## config.mk

```make
export PLATFORM = sky130hd
export DESIGN_NAME = patch_sweep_ctrl
export DESIGN_NICKNAME = d
export VERILOG_FILES = /design/src/rtl/patch_sweep_ctrl.sv
export SDC_FILE = /design/constraint.sdc
export NUM_CORES = 1
export LEC_CHECK = 0
export CAP_MARGIN = 15
export CORE_AREA = 2 2 55 57
export CTS_CLUSTER_SIZE = 24
export DETAILED_ROUTE_END_ITERATION = 6
export DIE_AREA = 0 0 57 59
export PLACE_DENSITY = 0.73
export RECOVER_POWER = 100
export SYNTH_ARGS = -nofsm -noshare
export SYNTH_HDL_FRONTEND = slang
export SYNTH_SLANG_ARGS = --single-unit
```

## constraint.sdc

```tcl
create_clock -name clk -period 3.75 [get_ports clk]
set_input_delay 1.125 -clock clk [delete_from_list [all_inputs] [get_ports clk]]
set_output_delay 1.125 -clock clk [all_outputs]
set_load 0.02 [all_outputs]
```

## src/rtl/patch_sweep_ctrl.sv

```systemverilog
// patch_sweep_ctrl
//
// Exhaustive sweep controller for checking a patch netlist against a reference
// function. After an accepted start it walks vec through 0 .. 2^NUM_IN-1, holds
// each vector for SETTLE cycles (WAIT), then compares patch_out against
// golden_out for one cycle (CMP). Mismatches are counted and the lowest failing
// vector is captured. A one-cycle done pulse ends the sweep, with pass valid
// alongside it; results then hold until the next accepted start.
//
// Parameters
//   NUM_IN : number of patch inputs swept (1..8)
//   SETTLE : cycles a vector is held before its compare (1..15)
//
// Ports
//   clk          : clock, rising edge
//   rst_n        : asynchronous active-low reset
//   start        : one-cycle sweep request, honoured only in IDLE
//   abort        : cancels a running sweep (WAIT/CMP only)
//   patch_out    : response of the patch netlist
//   golden_out   : response of the reference function for the same vector
//   vec          : stimulus vector
//   busy         : sweep in progress
//   done         : one-cycle completion pulse
//   pass         : last completed sweep had no mismatches
//   mismatch_cnt : mismatching vectors in current/last sweep
//   first_fail   : lowest mismatching vector (valid when fail_valid=1)
//   fail_valid   : at least one mismatch recorded
//
// Build option
//   SWEEP_STOP_ON_FAIL_EN : when defined, the first mismatch ends the sweep
//                           immediately; otherwise every vector is compared.

module patch_sweep_ctrl #(
  parameter int unsigned NUM_IN = 4,
  parameter int unsigned SETTLE = 1
) (
  input  logic              clk,
  input  logic              rst_n,
  input  logic              start,
  input  logic              abort,
  input  logic              patch_out,
  input  logic              golden_out,
  output logic [NUM_IN-1:0] vec,
  output logic              busy,
  output logic              done,
  output logic              pass,
  output logic [NUM_IN:0]   mismatch_cnt,
  output logic [NUM_IN-1:0] first_fail,
  output logic              fail_valid
);

  localparam int unsigned       CntW       = 4;
  localparam logic [CntW-1:0]   SettleInit = CntW'(SETTLE);
  localparam logic [NUM_IN-1:0] VecLast    = '1;
  // 2^NUM_IN: the largest possible count, used as a saturation guard
  localparam logic [NUM_IN:0]   MisMax     = {1'b1, {NUM_IN{1'b0}}};

  typedef enum logic [1:0] {
    StIdle,
    StWait,
    StCmp,
    StDone
  } state_e;

  state_e            r_state,  w_state_nxt;
  logic [NUM_IN-1:0] r_vec,    w_vec_nxt;
  logic [CntW-1:0]   r_cnt,    w_cnt_nxt;
  logic [NUM_IN:0]   r_mis,    w_mis_nxt;
  logic [NUM_IN-1:0] r_ff,     w_ff_nxt;
  logic              r_fv,     w_fv_nxt;
  logic              r_pass,   w_pass_nxt;

  logic w_miscmp;
  logic w_stop;

  assign w_miscmp = patch_out ^ golden_out;

  always_ff @(posedge clk or negedge rst_n) begin
    if (!rst_n) begin
      r_state <= StIdle;
      r_vec   <= '0;
      r_cnt   <= '0;
      r_mis   <= '0;
      r_ff    <= '0;
      r_fv    <= 1'b0;
      r_pass  <= 1'b0;
    end else begin
      r_state <= w_state_nxt;
      r_vec   <= w_vec_nxt;
      r_cnt   <= w_cnt_nxt;
      r_mis   <= w_mis_nxt;
      r_ff    <= w_ff_nxt;
      r_fv    <= w_fv_nxt;
      r_pass  <= w_pass_nxt;
    end
  end

  always_comb begin
    w_state_nxt = r_state;
    w_vec_nxt   = r_vec;
    w_cnt_nxt   = r_cnt;
    w_mis_nxt   = r_mis;
    w_ff_nxt    = r_ff;
    w_fv_nxt    = r_fv;
    w_pass_nxt  = r_pass;
    w_stop      = 1'b0;

    unique case (r_state)
      StIdle: begin
        // start beats a simultaneous abort simply because abort is not looked at here
        if (start) begin
          w_vec_nxt   = '0;
          w_cnt_nxt   = SettleInit;
          w_mis_nxt   = '0;
          w_ff_nxt    = '0;
          w_fv_nxt    = 1'b0;
          w_pass_nxt  = 1'b0;
          w_state_nxt = StWait;
        end
      end

      StWait: begin
        if (abort) begin
          w_vec_nxt   = '0;
          w_state_nxt = StIdle;
        end else begin
          w_cnt_nxt = r_cnt - 1'b1;
          // counter hits zero on this edge: the vector has settled for SETTLE cycles
          if (r_cnt == CntW'(1)) begin
            w_state_nxt = StCmp;
          end
        end
      end

      StCmp: begin
        if (abort) begin
          // this cycle's compare is dropped; pass stays cleared from start
          w_vec_nxt   = '0;
          w_state_nxt = StIdle;
        end else begin
          if (w_miscmp) begin
            if (r_mis != MisMax) begin
              w_mis_nxt = r_mis + 1'b1;
            end
            if (!r_fv) begin
              w_ff_nxt = r_vec;
              w_fv_nxt = 1'b1;
            end
`ifdef SWEEP_STOP_ON_FAIL_EN
            w_stop = 1'b1;
`else
            w_stop = 1'b0;
`endif
          end

          if ((r_vec == VecLast) || w_stop) begin
            // pass registered on entry to DONE so it is valid alongside done
            w_pass_nxt  = !w_miscmp && (r_mis == '0);
            w_state_nxt = StDone;
          end else begin
            w_vec_nxt   = r_vec + 1'b1;
            w_cnt_nxt   = SettleInit;
            w_state_nxt = StWait;
          end
        end
      end

      StDone: begin
        w_vec_nxt   = '0;
        w_state_nxt = StIdle;
      end

      default: begin
        w_vec_nxt   = '0;
        w_state_nxt = StIdle;
      end
    endcase
  end

  assign vec          = r_vec;
  assign busy         = (r_state == StWait) || (r_state == StCmp);
  assign done         = (r_state == StDone);
  assign pass         = r_pass;
  assign mismatch_cnt = r_mis;
  assign first_fail   = r_ff;
  assign fail_valid   = r_fv;

endmodule

```

==> impl_metrics.xml <==
<?xml version="1.0" encoding="UTF-8"?>
<metrics>
  <group name="yosys">
    <metric name="synth_fp_nets" unit="">155</metric>
    <metric name="synth_top_area_share" unit="%">39.9</metric>
    <metric name="ys_top_cells_by_count" unit="">21 x sky130_fd_sc_hd__dfrtp_1, 16 x sky130_fd_sc_hd__nand2_1, 14 x sky130_fd_sc_hd__inv_1</metric>
    <metric name="synth.yosys.warnings" unit="">0</metric>
    <metric name="synthMostInstantiatedCell" unit="">sky130_fd_sc_hd__dfrtp_1</metric>
    <metric name="mappedNetlistArea" unit="um2">1320</metric>
    <metric name="yosys.area.top_type" unit="">sky130_fd_sc_hd__dfrtp_1</metric>
    <metric name="synthesis.instances" unit="">138</metric>
    <metric name="avgSynthCellArea" unit="um2">9.54</metric>
    <metric name="yosys_register_bits" unit="">21</metric>
    <metric name="asyncSetResetFlopFracSynth" unit="%">100</metric>
    <metric name="yosys.cell_types.count" unit="">38</metric>
    <metric name="synthTopCellsByArea" unit="">sky130_fd_sc_hd__dfrtp_1 40%, sky130_fd_sc_hd__ha_1 10%, sky130_fd_sc_hd__o21ai_0 4.9%</metric>
    <metric name="synth_enable_flop_cells" unit="">0</metric>
    <metric name="ys.flop_type" unit="">sky130_fd_sc_hd__dfrtp_1</metric>
    <metric name="seq_area_frac_synth" unit="%">39.9</metric>
  </group>
  <group name="worst_setup_path">
    <metric name="slowest_stage" unit="">sky130_fd_sc_hd__dlygate4sd3_1</metric>
    <metric name="crit_path_start_kind" unit="">register</metric>
    <metric name="critical_path_class" unit="">register to primary output</metric>
    <metric name="r2r_start" unit="">r_state[0]</metric>
    <metric name="critical_path.endpoint_type" unit="">primary output</metric>
    <metric name="crit_arrival" unit="ns">1.79</metric>
    <metric name="critPathMaxStageDelay" unit="ns">0.67</metric>
    <metric name="startpoint" unit="">r_state[1]</metric>
    <metric name="cp.required" unit="ns">2.62</metric>
    <metric name="timing.critical_path.cells" unit="">inv_1 -&gt; ha_1 -&gt; dlygate4sd3_1</metric>
    <metric name="cp_max_fanout" unit="">5</metric>
  </group>
  <group name="sta">
    <metric name="holdWs" unit="ns">0.522</metric>
    <metric name="clock_skew" unit="ns">0.00183</metric>
    <metric name="final-max-slew-violation-count" unit="">0</metric>
    <metric name="period_minus_slack" unit="ns">2.92</metric>
    <metric name="finalSetupTns" unit="ns">0</metric>
    <metric name="rsz0062_at_grt" unit="">false</metric>
    <metric name="report.final.setup_viol" unit="">0</metric>
    <metric name="worst_slew_margin_rel" unit="%">37.9</metric>
    <metric name="transition_time_at_the_pin_with_the_least_slew_margin" unit="ns">0.928</metric>
    <metric name="fmax" unit="MHz">342</metric>
    <metric name="report.final.hold_viol_count" unit="">0</metric>
    <metric name="min_period_over_period" unit="%">77.9</metric>
  </group>
  <group name="clocking">
    <metric name="clock_path_buffers" unit="">2</metric>
    <metric name="post_cts_resize_count" unit="">0</metric>
    <metric name="worst_setup_hold_path_clk_slew" unit="ns">0.11</metric>
    <metric name="hold_buf_count_cts" unit="">0</metric>
    <metric name="root_buffer" unit="">sky130_fd_sc_hd__clkbuf_4</metric>
    <metric name="cts_sinks" unit="">21</metric>
    <metric name="cts_buffer_count" unit="">3</metric>
    <metric name="clkLatencyLatePin" unit="ns">0.29</metric>
    <metric name="cts-htree-levels" unit="">1</metric>
    <metric name="post_cts.repair.setup_buffers" unit="">0</metric>
    <metric name="tritoncts" unit="">done</metric>
  </group>
  <group name="global_route">
    <metric name="grt_max_degree" unit="">22</metric>
    <metric name="global_route_wire_length_before_repair" unit="mm">4.54</metric>
    <metric name="groute.usage.overall" unit="%">17.0</metric>
    <metric name="grt_remaining_overflow" unit="">0</metric>
    <metric name="antenna_found_initial" unit="">0</metric>
    <metric name="first_global_vias" unit="">1049</metric>
  </group>
  <group name="routing">
    <metric name="detail_route.vias_per_cell" unit="">5.64</metric>
    <metric name="drt-total-wl" unit="mm">2.63</metric>
    <metric name="drc_errors" unit="">0</metric>
    <metric name="routedWlPerCell" unit="um">13.7</metric>
    <metric name="drt_pass1_iterations" unit="">4</metric>
    <metric name="detail-route-antenna-nets" unit="">0</metric>
    <metric name="via_count" unit="">1082</metric>
    <metric name="drt_iter0_markers" unit="">34</metric>
  </group>
  <group name="placement">
    <metric name="hpwl" unit="mm">2.02</metric>
    <metric name="place_congestion" unit="">0.875</metric>
    <metric name="io_buffer_count" unit="">22</metric>
    <metric name="post-place-cells" unit="">188</metric>
  </group>
  <group name="final_layout">
    <metric name="antenna_diodes" unit="">0</metric>
    <metric name="finish.cell_count_without_fillers" unit="">192</metric>
    <metric name="final.fill_count" unit="">262</metric>
    <metric name="design.final.nets" unit="">179</metric>
    <metric name="area_growth_syn_to_layout" unit="%">18.3</metric>
    <metric name="final_core_utilization" unit="%">57.5</metric>
    <metric name="final_layout_size_suffix_gt1_share" unit="%">4.97</metric>
  </group>
  <group name="floorplan">
    <metric name="die_height" unit="um">59</metric>
    <metric name="starting_density_of_the_core" unit="%">48.6</metric>
    <metric name="rows" unit="">19</metric>
    <metric name="core_area" unit="um2">2710</metric>
    <metric name="die-area" unit="um2">3360</metric>
    <metric name="top_level_ports" unit="">23</metric>
    <metric name="fp.dieW" unit="um">57</metric>
  </group>
  <group name="pwr">
    <metric name="irDropWorstVdd" unit="V">0.000385</metric>
    <metric name="p_leak" unit="nW">0.731</metric>
    <metric name="powerDensity" unit="nW/um2">496</metric>
    <metric name="totalPowerFinal" unit="mW">0.772</metric>
  </group>
  <group name="worst_hold_path">
    <metric name="hp-start" unit="">first_fail[3]</metric>
    <metric name="worstHoldPathType" unit="">register to register</metric>
  </group>
  <group name="status">
    <metric name="outcome" unit="">finished clean</metric>
  </group>
  <group name="job">
    <metric name="cap_violations" unit="">0</metric>
  </group>
</metrics>
stage by stage:
step,setup slack (ns),area (um2)
final,0.830,1560
after CTS,0.880,1580
after floorplan,1.69,1320
after global routing,0.733,1560
after detailed placement,1.04,1550
after global placement,1.07,1550
kinds of logic after synthesis:
family          Yosys count  share of synthesized area (%)
xor+xnor                  2                           1.33
simple gates             45                           18.5
buf+inv                  17                           5.70
flops                    21                           39.9
fa+ha+maj                11                           10.5
mux                       8                           6.37
compound gates           34                           17.7
final timing paths:
| kind | to | slack, ns | cells past startpoint |
|---|---|---|---|
| setup / recovery | busy | 0.83 | 3 |
| hold / removal | first_fail[3] | 0.52 | 2 |
| setup reg to reg | first_fail[0] | 1.32 | 6 |
| hold reg to reg | first_fail[3] | 0.52 | 2 |
| max in group asynchronous | first_fail[1] | 1.79 | 1 |
| min in group asynchronous | first_fail[3] | 1.40 | 1 |
layout by cell type (no fill, tap or decap), types with 5 or more instances in the layout:
cell type,Yosys,layout
sky130_fd_sc_hd__nand2_1,16,16
sky130_fd_sc_hd__dfrtp_1,21,21
sky130_fd_sc_hd__ha_1,11,11
sky130_fd_sc_hd__nand3_1,5,5
sky130_fd_sc_hd__nor2_1,5,5
sky130_fd_sc_hd__mux2i_1,5,5
sky130_fd_sc_hd__inv_1,14,14
sky130_fd_sc_hd__dlygate4sd3_1,0,20
sky130_fd_sc_hd__o21ai_0,13,16
worst max-delay path, delay by kind of cell (launching register included):
| kind | cells | cell delay (ns) |
|---|---|---|
| buffers and inverters | 2 | 0.78 |
| flip-flops | 1 | 0.43 |
| adder cells (fa/ha/maj) | 1 | 0.29 |
layer usage:
layer / vias to the layer above / wire, um / global-route usage (%) / part of all wire (%)
met4: 0 / 17 / 4.98 / 0.65
met1: 527 / 1300 / 23.1 / 50
met2: 22 / 1220 / 28.7 / 46
li1: 531 / - / - / -
met3: 2 / 91 / 2.18 / 3.5
met5: - / 0 / 0 / 0
power by group:
group	internal (mW)	total, mW	switching [mW]	leakage (nW)
Clock	0.0414	0.107	0.0656	0.0150
Sequential	0.261	0.292	0.0309	0.285
Combinational	0.150	0.373	0.223	0.431
state kept, by name, indices dropped and copies added, names as in the netlist:
register,count
mismatch_cnt,5
first_fail,4
r_cnt,4
vec,4
r_state,2
fail_valid,1
pass,1
layout make-up:
class | count | area [um2] | share of cell area [%]
clock buffers | 4 | 26.3 | 1.69
repair buffers | 22 | 220 | 14.1
well taps | 31 | 38.8 | 2.49
flip-flops and latches | 21 | 526 | 33.7
multi-input cells | 100 | 694 | 44.6
inverters | 14 | 52.6 | 3.37
Note: power is estimated with default switching activity, not from simulation.
